===== config.mk =====
export PLATFORM = sky130hd
export DESIGN_NAME = mem_arbiter_multi
export DESIGN_NICKNAME = d
export VERILOG_FILES = /design/src/rtl/mem_arb_pkg.sv /design/src/rtl/rr_arbiter_2.sv /design/src/rtl/mem_arbiter_multi.sv
export SDC_FILE = /design/constraint.sdc
export NUM_CORES = 1
export LEC_CHECK = 0
export CAP_MARGIN = 25
export CORE_ASPECT_RATIO = 1.2
export CORE_MARGIN = 2
export CORE_UTILIZATION = 40
export CTS_BUF_LIST = sky130_fd_sc_hd__clkbuf_16
export CTS_CLUSTER_SIZE = 30
export DETAILED_ROUTE_END_ITERATION = 7
export HOLD_SLACK_MARGIN = 0.06
export PLACE_DENSITY_LB_ADDON = 0.1
export SYNTH_ARGS = -nofsm -noshare
export SYNTH_HDL_FRONTEND = slang
export SYNTH_SLANG_ARGS = --single-unit

===== constraint.sdc =====
create_clock -name iCLK -period 2.3 [get_ports iCLK]
set_clock_uncertainty 0.2 [all_clocks]
set_input_delay 0.345 -clock iCLK [delete_from_list [all_inputs] [get_ports iCLK]]
set_output_delay 0.345 -clock iCLK [all_outputs]
set_load 0.02 [all_outputs]

===== src/rtl/mem_arb_pkg.sv =====
// Shared encodings for the two-master unified memory arbiter: FSM states,
// master IDs and the legal range of the access latency.
package mem_arb_pkg;

  typedef enum logic [1:0] {
    ST_IDLE   = 2'd0,
    ST_ACCESS = 2'd1,
    ST_DONE   = 2'd2
  } state_e;

  localparam logic MST_A = 1'b0;
  localparam logic MST_B = 1'b1;

  // The access counter is 4 bits wide, which bounds LATENCY to 1..15.
  localparam int CNT_W       = 4;
  localparam int LATENCY_MIN = 1;
  localparam int LATENCY_MAX = 15;

endpackage


===== src/rtl/rr_arbiter_2.sv =====
// Two-way round-robin arbiter. The last-grant register starts at B so A wins
// the first tie, and it only moves when a grant is actually issued with iEn=1.
module rr_arbiter_2
  import mem_arb_pkg::*;
(
  input  logic iCLK,
  input  logic iRST,
  input  logic iReqA,
  input  logic iReqB,
  input  logic iEn,
  output logic oGntA,
  output logic oGntB
);

  logic last_q, last_d;

  always_comb begin
    oGntA = iEn && iReqA && (!iReqB || (last_q == MST_B));
    oGntB = iEn && iReqB && (!iReqA || (last_q == MST_A));
  end

  always_comb begin
    last_d = last_q;
    if (oGntA) begin
      last_d = MST_A;
    end else if (oGntB) begin
      last_d = MST_B;
    end
  end

  always_ff @(posedge iCLK) begin
    if (iRST) begin
      last_q <= MST_B;
    end else begin
      last_q <= last_d;
    end
  end

endmodule


===== src/rtl/mem_arbiter_multi.sv =====
// Shares one unified instruction/data memory port between the CPU (A) and a
// secondary master (B): grant in IDLE, drive memory for LATENCY cycles, pulse Done.
module mem_arbiter_multi
  import mem_arb_pkg::*;
#(
  parameter int ADDR_W  = 32,
  parameter int DATA_W  = 32,
  parameter int LATENCY = 1
) (
  input  logic              iCLK,
  input  logic              iRST,
  input  logic              iAReq,
  input  logic              iAWe,
  input  logic [ADDR_W-1:0] iAAddr,
  input  logic [DATA_W-1:0] iAWData,
  output logic              oAAck,
  output logic              oADone,
  output logic [DATA_W-1:0] oARData,
  input  logic              iBReq,
  input  logic              iBWe,
  input  logic [ADDR_W-1:0] iBAddr,
  input  logic [DATA_W-1:0] iBWData,
  output logic              oBAck,
  output logic              oBDone,
  output logic [DATA_W-1:0] oBRData,
  output logic [ADDR_W-1:0] oMemAddr,
  output logic [DATA_W-1:0] oMemWData,
  output logic              oMemWe,
  output logic              oMemRe,
  input  logic [DATA_W-1:0] iMemRData,
  output logic [1:0]        oDbgState
);

  // Out-of-range LATENCY values are clamped to what the 4-bit counter can hold.
  localparam int LAT_EFF = (LATENCY < LATENCY_MIN) ? LATENCY_MIN :
                           ((LATENCY > LATENCY_MAX) ? LATENCY_MAX : LATENCY);
  localparam logic [CNT_W-1:0] LAT_CNT = CNT_W'(LAT_EFF);
  localparam logic [CNT_W-1:0] CNT_ONE = CNT_W'(1);

  state_e            state_q, state_d;
  logic [CNT_W-1:0]  cnt_q, cnt_d;
  logic              owner_q, owner_d;
  logic              we_q, we_d;
  logic [ADDR_W-1:0] addr_q, addr_d;
  logic [DATA_W-1:0] wdata_q, wdata_d;
  logic [DATA_W-1:0] a_rdata_q, a_rdata_d;
  logic [DATA_W-1:0] b_rdata_q, b_rdata_d;

  logic idle;
  logic gnt_a, gnt_b;

  assign idle = (state_q == ST_IDLE);

  rr_arbiter_2 u_arb (
    .iCLK  (iCLK),
    .iRST  (iRST),
    .iReqA (iAReq),
    .iReqB (iBReq),
    .iEn   (idle),
    .oGntA (gnt_a),
    .oGntB (gnt_b)
  );

  // FSM state register
  always_ff @(posedge iCLK) begin
    if (iRST) begin
      state_q <= ST_IDLE;
    end else begin
      state_q <= state_d;
    end
  end

  // FSM next-state logic
  always_comb begin
    state_d = state_q;
    case (state_q)
      ST_IDLE:   if (gnt_a || gnt_b) state_d = ST_ACCESS;
      ST_ACCESS: if (cnt_q == CNT_ONE) state_d = ST_DONE;
      ST_DONE:   state_d = ST_IDLE;
      default:   state_d = ST_IDLE;
    endcase
  end

  // Latch the winning request in IDLE; count down and capture read data in ACCESS.
  always_comb begin
    cnt_d     = cnt_q;
    owner_d   = owner_q;
    we_d      = we_q;
    addr_d    = addr_q;
    wdata_d   = wdata_q;
    a_rdata_d = a_rdata_q;
    b_rdata_d = b_rdata_q;
    if (idle && (gnt_a || gnt_b)) begin
      owner_d = gnt_b ? MST_B : MST_A;
      we_d    = gnt_b ? iBWe : iAWe;
      addr_d  = gnt_b ? iBAddr : iAAddr;
      wdata_d = gnt_b ? iBWData : iAWData;
      cnt_d   = LAT_CNT;
    end else if (state_q == ST_ACCESS) begin
      cnt_d = cnt_q - CNT_ONE;
      if ((cnt_q == CNT_ONE) && !we_q) begin
        if (owner_q == MST_A) begin
          a_rdata_d = iMemRData;
        end else begin
          b_rdata_d = iMemRData;
        end
      end
    end
  end

  always_ff @(posedge iCLK) begin
    if (iRST) begin
      cnt_q     <= '0;
      owner_q   <= MST_A;
      we_q      <= 1'b0;
      addr_q    <= '0;
      wdata_q   <= '0;
      a_rdata_q <= '0;
      b_rdata_q <= '0;
    end else begin
      cnt_q     <= cnt_d;
      owner_q   <= owner_d;
      we_q      <= we_d;
      addr_q    <= addr_d;
      wdata_q   <= wdata_d;
      a_rdata_q <= a_rdata_d;
      b_rdata_q <= b_rdata_d;
    end
  end

  // FSM outputs; the write strobe fires only on the first ACCESS cycle.
  always_comb begin
    oMemAddr  = '0;
    oMemWData = '0;
    oMemWe    = 1'b0;
    oMemRe    = 1'b0;
    oADone    = 1'b0;
    oBDone    = 1'b0;
    case (state_q)
      ST_ACCESS: begin
        oMemAddr  = addr_q;
        oMemWData = wdata_q;
        oMemRe    = !we_q;
        oMemWe    = we_q && (cnt_q == LAT_CNT);
      end
      ST_DONE: begin
        oADone = (owner_q == MST_A);
        oBDone = (owner_q == MST_B);
      end
      default: ;
    endcase
  end

  assign oAAck     = gnt_a;
  assign oBAck     = gnt_b;
  assign oARData   = a_rdata_q;
  assign oBRData   = b_rdata_q;
  assign oDbgState = state_q;

endmodule


After elaboration in Yosys (flattened, before gate mapping)
Index checks and enable logic that the tools add are counted.
{"block": "word_totals", "word_cells": 56, "ff_bits": 137}
{"block": "op_classes", "bitwise_logic": 3, "addsub": 1, "eq_ne": 5, "mux": 17, "n_reduce_logical": 20}
{"operator": "32-bit 2-to-1 mux", "n": 4}
{"operator": "1-bit 2-to-1 mux", "n": 10}
{"operator": "4-bit AND reduction", "n": 2}
{"operator": "1-bit logical AND", "n": 7}
{"operator": "4-bit by 1-bit equality test with 1-bit output (second input constant)", "n": 1}
{"operator": "2-bit 2-to-1 mux", "n": 2}
{"operator": "2-bit by 1-bit inequality test with 1-bit output (second input constant)", "n": 2}
{"operator": "2-bit case mux with 2 select lines", "n": 1}
{"operator": "2-bit nonzero test", "n": 2}
{"operator": "4-bit by 1-bit subtractor with 4-bit output (second input constant)", "n": 1}
{"operator": "1-bit zero test", "n": 3}
{"operator": "1-bit logical OR", "n": 3}
{"operator": "1-bit NOT", "n": 3}
{"operator": "2-bit by 1-bit equality test with 1-bit output (second input constant)", "n": 1}
{"operator": "2-bit equality test (second input constant)", "n": 1}
{"operator": "2-bit zero test", "n": 1}
{"operator": "2-bit AND reduction", "n": 1}
{"operator": "2-bit OR reduction", "n": 1}

Depth between registers and ports, before layout
{"block": "logic_depth", "depth_word": 7, "depth_mapped": 7}

Hierarchy
From an unflattened synthesis, not the netlist that was laid out.
{"block": "hier_totals", "hier_cells": 579, "hier_area_um2": 5895.7}
{"mod": "mem_arbiter_multi", "cells_each": 571, "instances": 1, "area_per_inst_um2": 5836.8}
{"mod": "rr_arbiter_2", "cells_each": 8, "instances": 1, "area_per_inst_um2": 58.8}

Least setup slack after synthesis
Ideal clock, no wire load.
{"block": "synth_timing", "path_type": "reg-to-output", "startpoint": "register state_q[0] (netlist: oDbgState[0])", "endpoint": "output port oMemAddr[10]", "path_buffers": 3, "t_required_ps": 1755, "arrival_time_ps": 1572, "path_stages_with_launch": 6, "slack_ps": 183, "cell_sequence": "dfxtp_1 -> buf_2 -> nor2b_1 -> buf_2 -> clkbuf_1 -> and2_1"}
{"block": "synth_between", "elab_chain_len": 2}
{"item": "start: declaration", "line": "mem_arbiter_multi.sv:40", "text": "state_e state_q, state_d;"}
{"item": "start signal: assignment", "line": "mem_arbiter_multi.sv:69", "text": "state_q <= state_d;"}
{"item": "2-bit by 1-bit equality test with 1-bit output", "line": "mem_arbiter_multi.sv:139", "text": "case (state_q)"}
{"item": "32-bit 2-to-1 mux", "line": "mem_arbiter_multi.sv:139"}
{"item": "end: declaration", "line": "mem_arbiter_multi.sv:26", "text": "output logic [ADDR_W-1:0] oMemAddr,"}
No other way between the ends.

Worst setup path in the final report
Ends and elaborated chain as after synthesis.

==> flow_summary.ini <==
[synth]
ys_types = 40
mappedNetlistNets = 976
synth-seq-cells = 137
mappedNetlistArea_um2 = 7090
synth_cells = 808
ys_warn_count = 0
synth_area_per_cell_um2 = 8.78
synth-seq-area-share = 0.387

[worst_setup_path]
cp-end-kind = output pin
ff2ff_path_depth = 5
terminus_of_the_critical_flop_to_flop_path = addr_q[27]$_SDFFE_PP0P_
setup.worst_path.start_class = register
cp_data_required_time_ns = 1.75
critical_path_class = register to output pin
worstReg2RegStart = oDbgState[1]$_SDFFE_PP0P_
regToRegSetupSlack_ns = 0.27
arrival_ns = 1.65
crit_path_max_fanout = 18

[routing]
remaining_drc_errors = 0
antenna_left = 0
drtPass1Iterations = 4
vias = 7321
initialDrtViolationCount = 548
routedWlPerCell_um = 18.6
finalWirelength_um = 24000
vias_per_cell = 5.69

[sta]
period_minus_slack_ns = 2.19
timing.final.hold_violations = 0
final_min_period_over_clock_period = 0.953
report.final.slew_viol_count = 0
slew-limit-headroom = 0.563
max_clk_rate_ghz = 0.456
final.hold.worst_slack_ns = 0.271
rsz0062_at_grt = no
setup_violations = 0
tightestPinTransition_ns = 0.655

[placement]
dpl_wire_length_um = 15200
io_buffer_count = 301
post_dp_cell_area_um2 = 10300
routabilityCongestion = 0.776

[floorplanning]
placeableCoreArea_um2 = 17400
pin_count = 302
die-height_um = 150
initial_utilization = 0.407
dieWidth_um = 126
fp-row-count = 53
die-area_um2 = 18800

[clock_tree]
cts_tree = yes
number_of_clock_sinks_seen_by_cts = 137
level_count_of_the_clock_h_tree = 4
clock_latency_on_the_worst_skew_pair_ns = 0.41
cts-buffers-inserted = 17
root_buffer = sky130_fd_sc_hd__clkbuf_16
holdBufCountCts = 0
cts-root-to-sink-buffers = 2
clkTransAtPathRegs_ns = 0.06

[pwr]
vdd.ir_drop.worst_mv = 0.596
power.static_leakage_nw = 4.08
power.density_cell_area_nw_per_um2 = 729

[global_route]
initial_antenna_violation_count = 1
global_route.overflow_total = 0
grt_first_pass_wirelength_um = 37200
grt_start_max_net_pins = 67
total_track_usage = 0.243
grt_pass1_vias = 6870

[cells_and_area]
final_stage_net_count = 1222
final_cell_mix = sky130_fd_sc_hd__clkdlybuf4s50_1 (228), sky130_fd_sc_hd__dfxtp_1 (137), sky130_fd_sc_hd__a21oi_1 (67)
area_delta_synth_final_pct = 51.1
final_core_utilization = 0.614
drive_above_1_share = 0.101
diodes = 0
layout.cells.most_common = sky130_fd_sc_hd__clkdlybuf4s50_1
final_cell_area_um2 = 10700

[status]
outcome = finished, final reports clean

[hold_path]
worstHoldEndpoint = owner_q$_SDFFE_PP0P_
whs_path_depth = 4
hold_path.class = input pin to register
hp_start = iBReq

[run]
cap_viol_max_count = 0
## worst max-delay path, cell delays in order, from the launching register on
cell                            delay (ns)
sky130_fd_sc_hd__dfxtp_1              0.32
sky130_fd_sc_hd__nor2b_4              0.22
sky130_fd_sc_hd__buf_12               0.16
sky130_fd_sc_hd__and2_1               0.14
sky130_fd_sc_hd__dlygate4sd2_1        0.38
## flip-flops by register name (all words and copies together) (netlist names)
name          flops
wdata_q          32
addr_q           32
oARData          32
we_q              1
owner_q           1
oBRData          32
u_arb.last_q      1
oDbgState         2
cnt_q             4
## worst max path at each step
| stage | startpoint | to | slack (ns) | cells after the start |
|---|---|---|---|---|
| 3_3_place_gp | iAReq | oBAck | 0.06 | 5 |
| 6_report | oDbgState[0]$_SDFFE_PP0P_ | oMemAddr[10] | 0.11 | 4 |
| 4_1_cts | oDbgState[0]$_SDFFE_PP0P_ | oMemWData[0] | -0.03 | 5 |
| 5_1_grt | oDbgState[0]$_SDFFE_PP0P_ | oMemWData[15] | 0.02 | 4 |
| 2_1_floorplan | oDbgState[0]$_SDFFE_PP0P_ | oMemAddr[10] | 0.18 | 5 |
| 3_5_place_dp | iAReq | oBAck | 0.06 | 5 |
## layer usage
layer,GRT usage,up-vias,share of wire
met5,0,-,0.00054
met4,0.0933,2,0.024
met3,0.0729,37,0.069
met2,0.392,249,0.48
met1,0.307,3506,0.42
li1,-,3527,-
## per-stage QoR
stage               instances  worst slack (ns)  TNS, ns  power, mW
finish                   1287             0.108        0       7.81
global route             1287            0.0221        0       8.19
CTS                      1287           -0.0315  -0.0315       7.90
detailed placement       1254            0.0603        0       5.34
global placement         1254            0.0616        0       5.34
floorplan                 808             0.183        0       4.20
## layout make-up
type	count	area, um2
well taps	220	275
multi-input cells	559	3920
repair buffers	335	3210
clock inverters	15	131
inverters	4	15.0
fillers	1594	6720
clock buffers	17	425
flip-flops and latches	137	2740
## report_power, final
part	switching, mW	internal, mW
Clock	1.18	1.42
Sequential	0.149	2.65
Combinational	1.36	1.05
## synth_stat cells
master                        n  share of area
sky130_fd_sc_hd__a211o_1      1         0.0012
sky130_fd_sc_hd__a211oi_1     1         0.0011
sky130_fd_sc_hd__a21oi_1     68          0.048
sky130_fd_sc_hd__a221o_1     65          0.092
sky130_fd_sc_hd__and2_1      64          0.056
sky130_fd_sc_hd__and3_1       2         0.0018
sky130_fd_sc_hd__and3b_1      1         0.0012
sky130_fd_sc_hd__and4_1      65          0.080
sky130_fd_sc_hd__buf_1        7         0.0037
sky130_fd_sc_hd__buf_2       17          0.012
sky130_fd_sc_hd__buf_4        1         0.0011
sky130_fd_sc_hd__buf_6        6         0.0095
sky130_fd_sc_hd__clkbuf_1    77          0.041
sky130_fd_sc_hd__dfxtp_1    137           0.39
sky130_fd_sc_hd__ha_1         2         0.0035
sky130_fd_sc_hd__inv_1        4         0.0021
sky130_fd_sc_hd__nand2_1      3         0.0016
sky130_fd_sc_hd__nand2b_1     1        0.00088
sky130_fd_sc_hd__nand3_1     65          0.046
sky130_fd_sc_hd__nand3b_1     2         0.0021
sky130_fd_sc_hd__nand4bb_1    1         0.0016
sky130_fd_sc_hd__nor2_1       5         0.0026
sky130_fd_sc_hd__nor2b_1     66          0.058
sky130_fd_sc_hd__nor3_1       3         0.0021
sky130_fd_sc_hd__nor3b_1      2         0.0021
sky130_fd_sc_hd__nor4b_1     65          0.080
sky130_fd_sc_hd__nor4b_2      1         0.0021
sky130_fd_sc_hd__nor4bb_1     1         0.0014
sky130_fd_sc_hd__o21ai_0     53          0.037
sky130_fd_sc_hd__o21ai_1     11         0.0078
sky130_fd_sc_hd__o21ba_1      1         0.0014
sky130_fd_sc_hd__o21bai_1     1         0.0011
sky130_fd_sc_hd__o31ai_1      1         0.0011
sky130_fd_sc_hd__o41ai_1      1         0.0012
sky130_fd_sc_hd__or2_1        1        0.00088
sky130_fd_sc_hd__or3_1        2         0.0018
sky130_fd_sc_hd__or3b_1       1         0.0012
sky130_fd_sc_hd__or3b_2       1         0.0012
sky130_fd_sc_hd__or4b_1       1         0.0014
sky130_fd_sc_hd__xor2_1       1         0.0012
## logic make-up after synthesis
kind of cell               synth area share
and+or+nand+nor                       0.347
AOI/OAI and AO/OA                     0.192
DFF                                   0.387
buffers and inverters                0.0692
adders and majority gates           0.00353
xor gates and xnor gates            0.00124
## repair_timing
item | CTS | global route
pin swaps | 0 | 0
setup endpoints to repair | 71 | 29
gates resized for setup | 114 | 30
setup buffers | 1 | 0
Note: power is estimated with default switching activity, not from simulation.
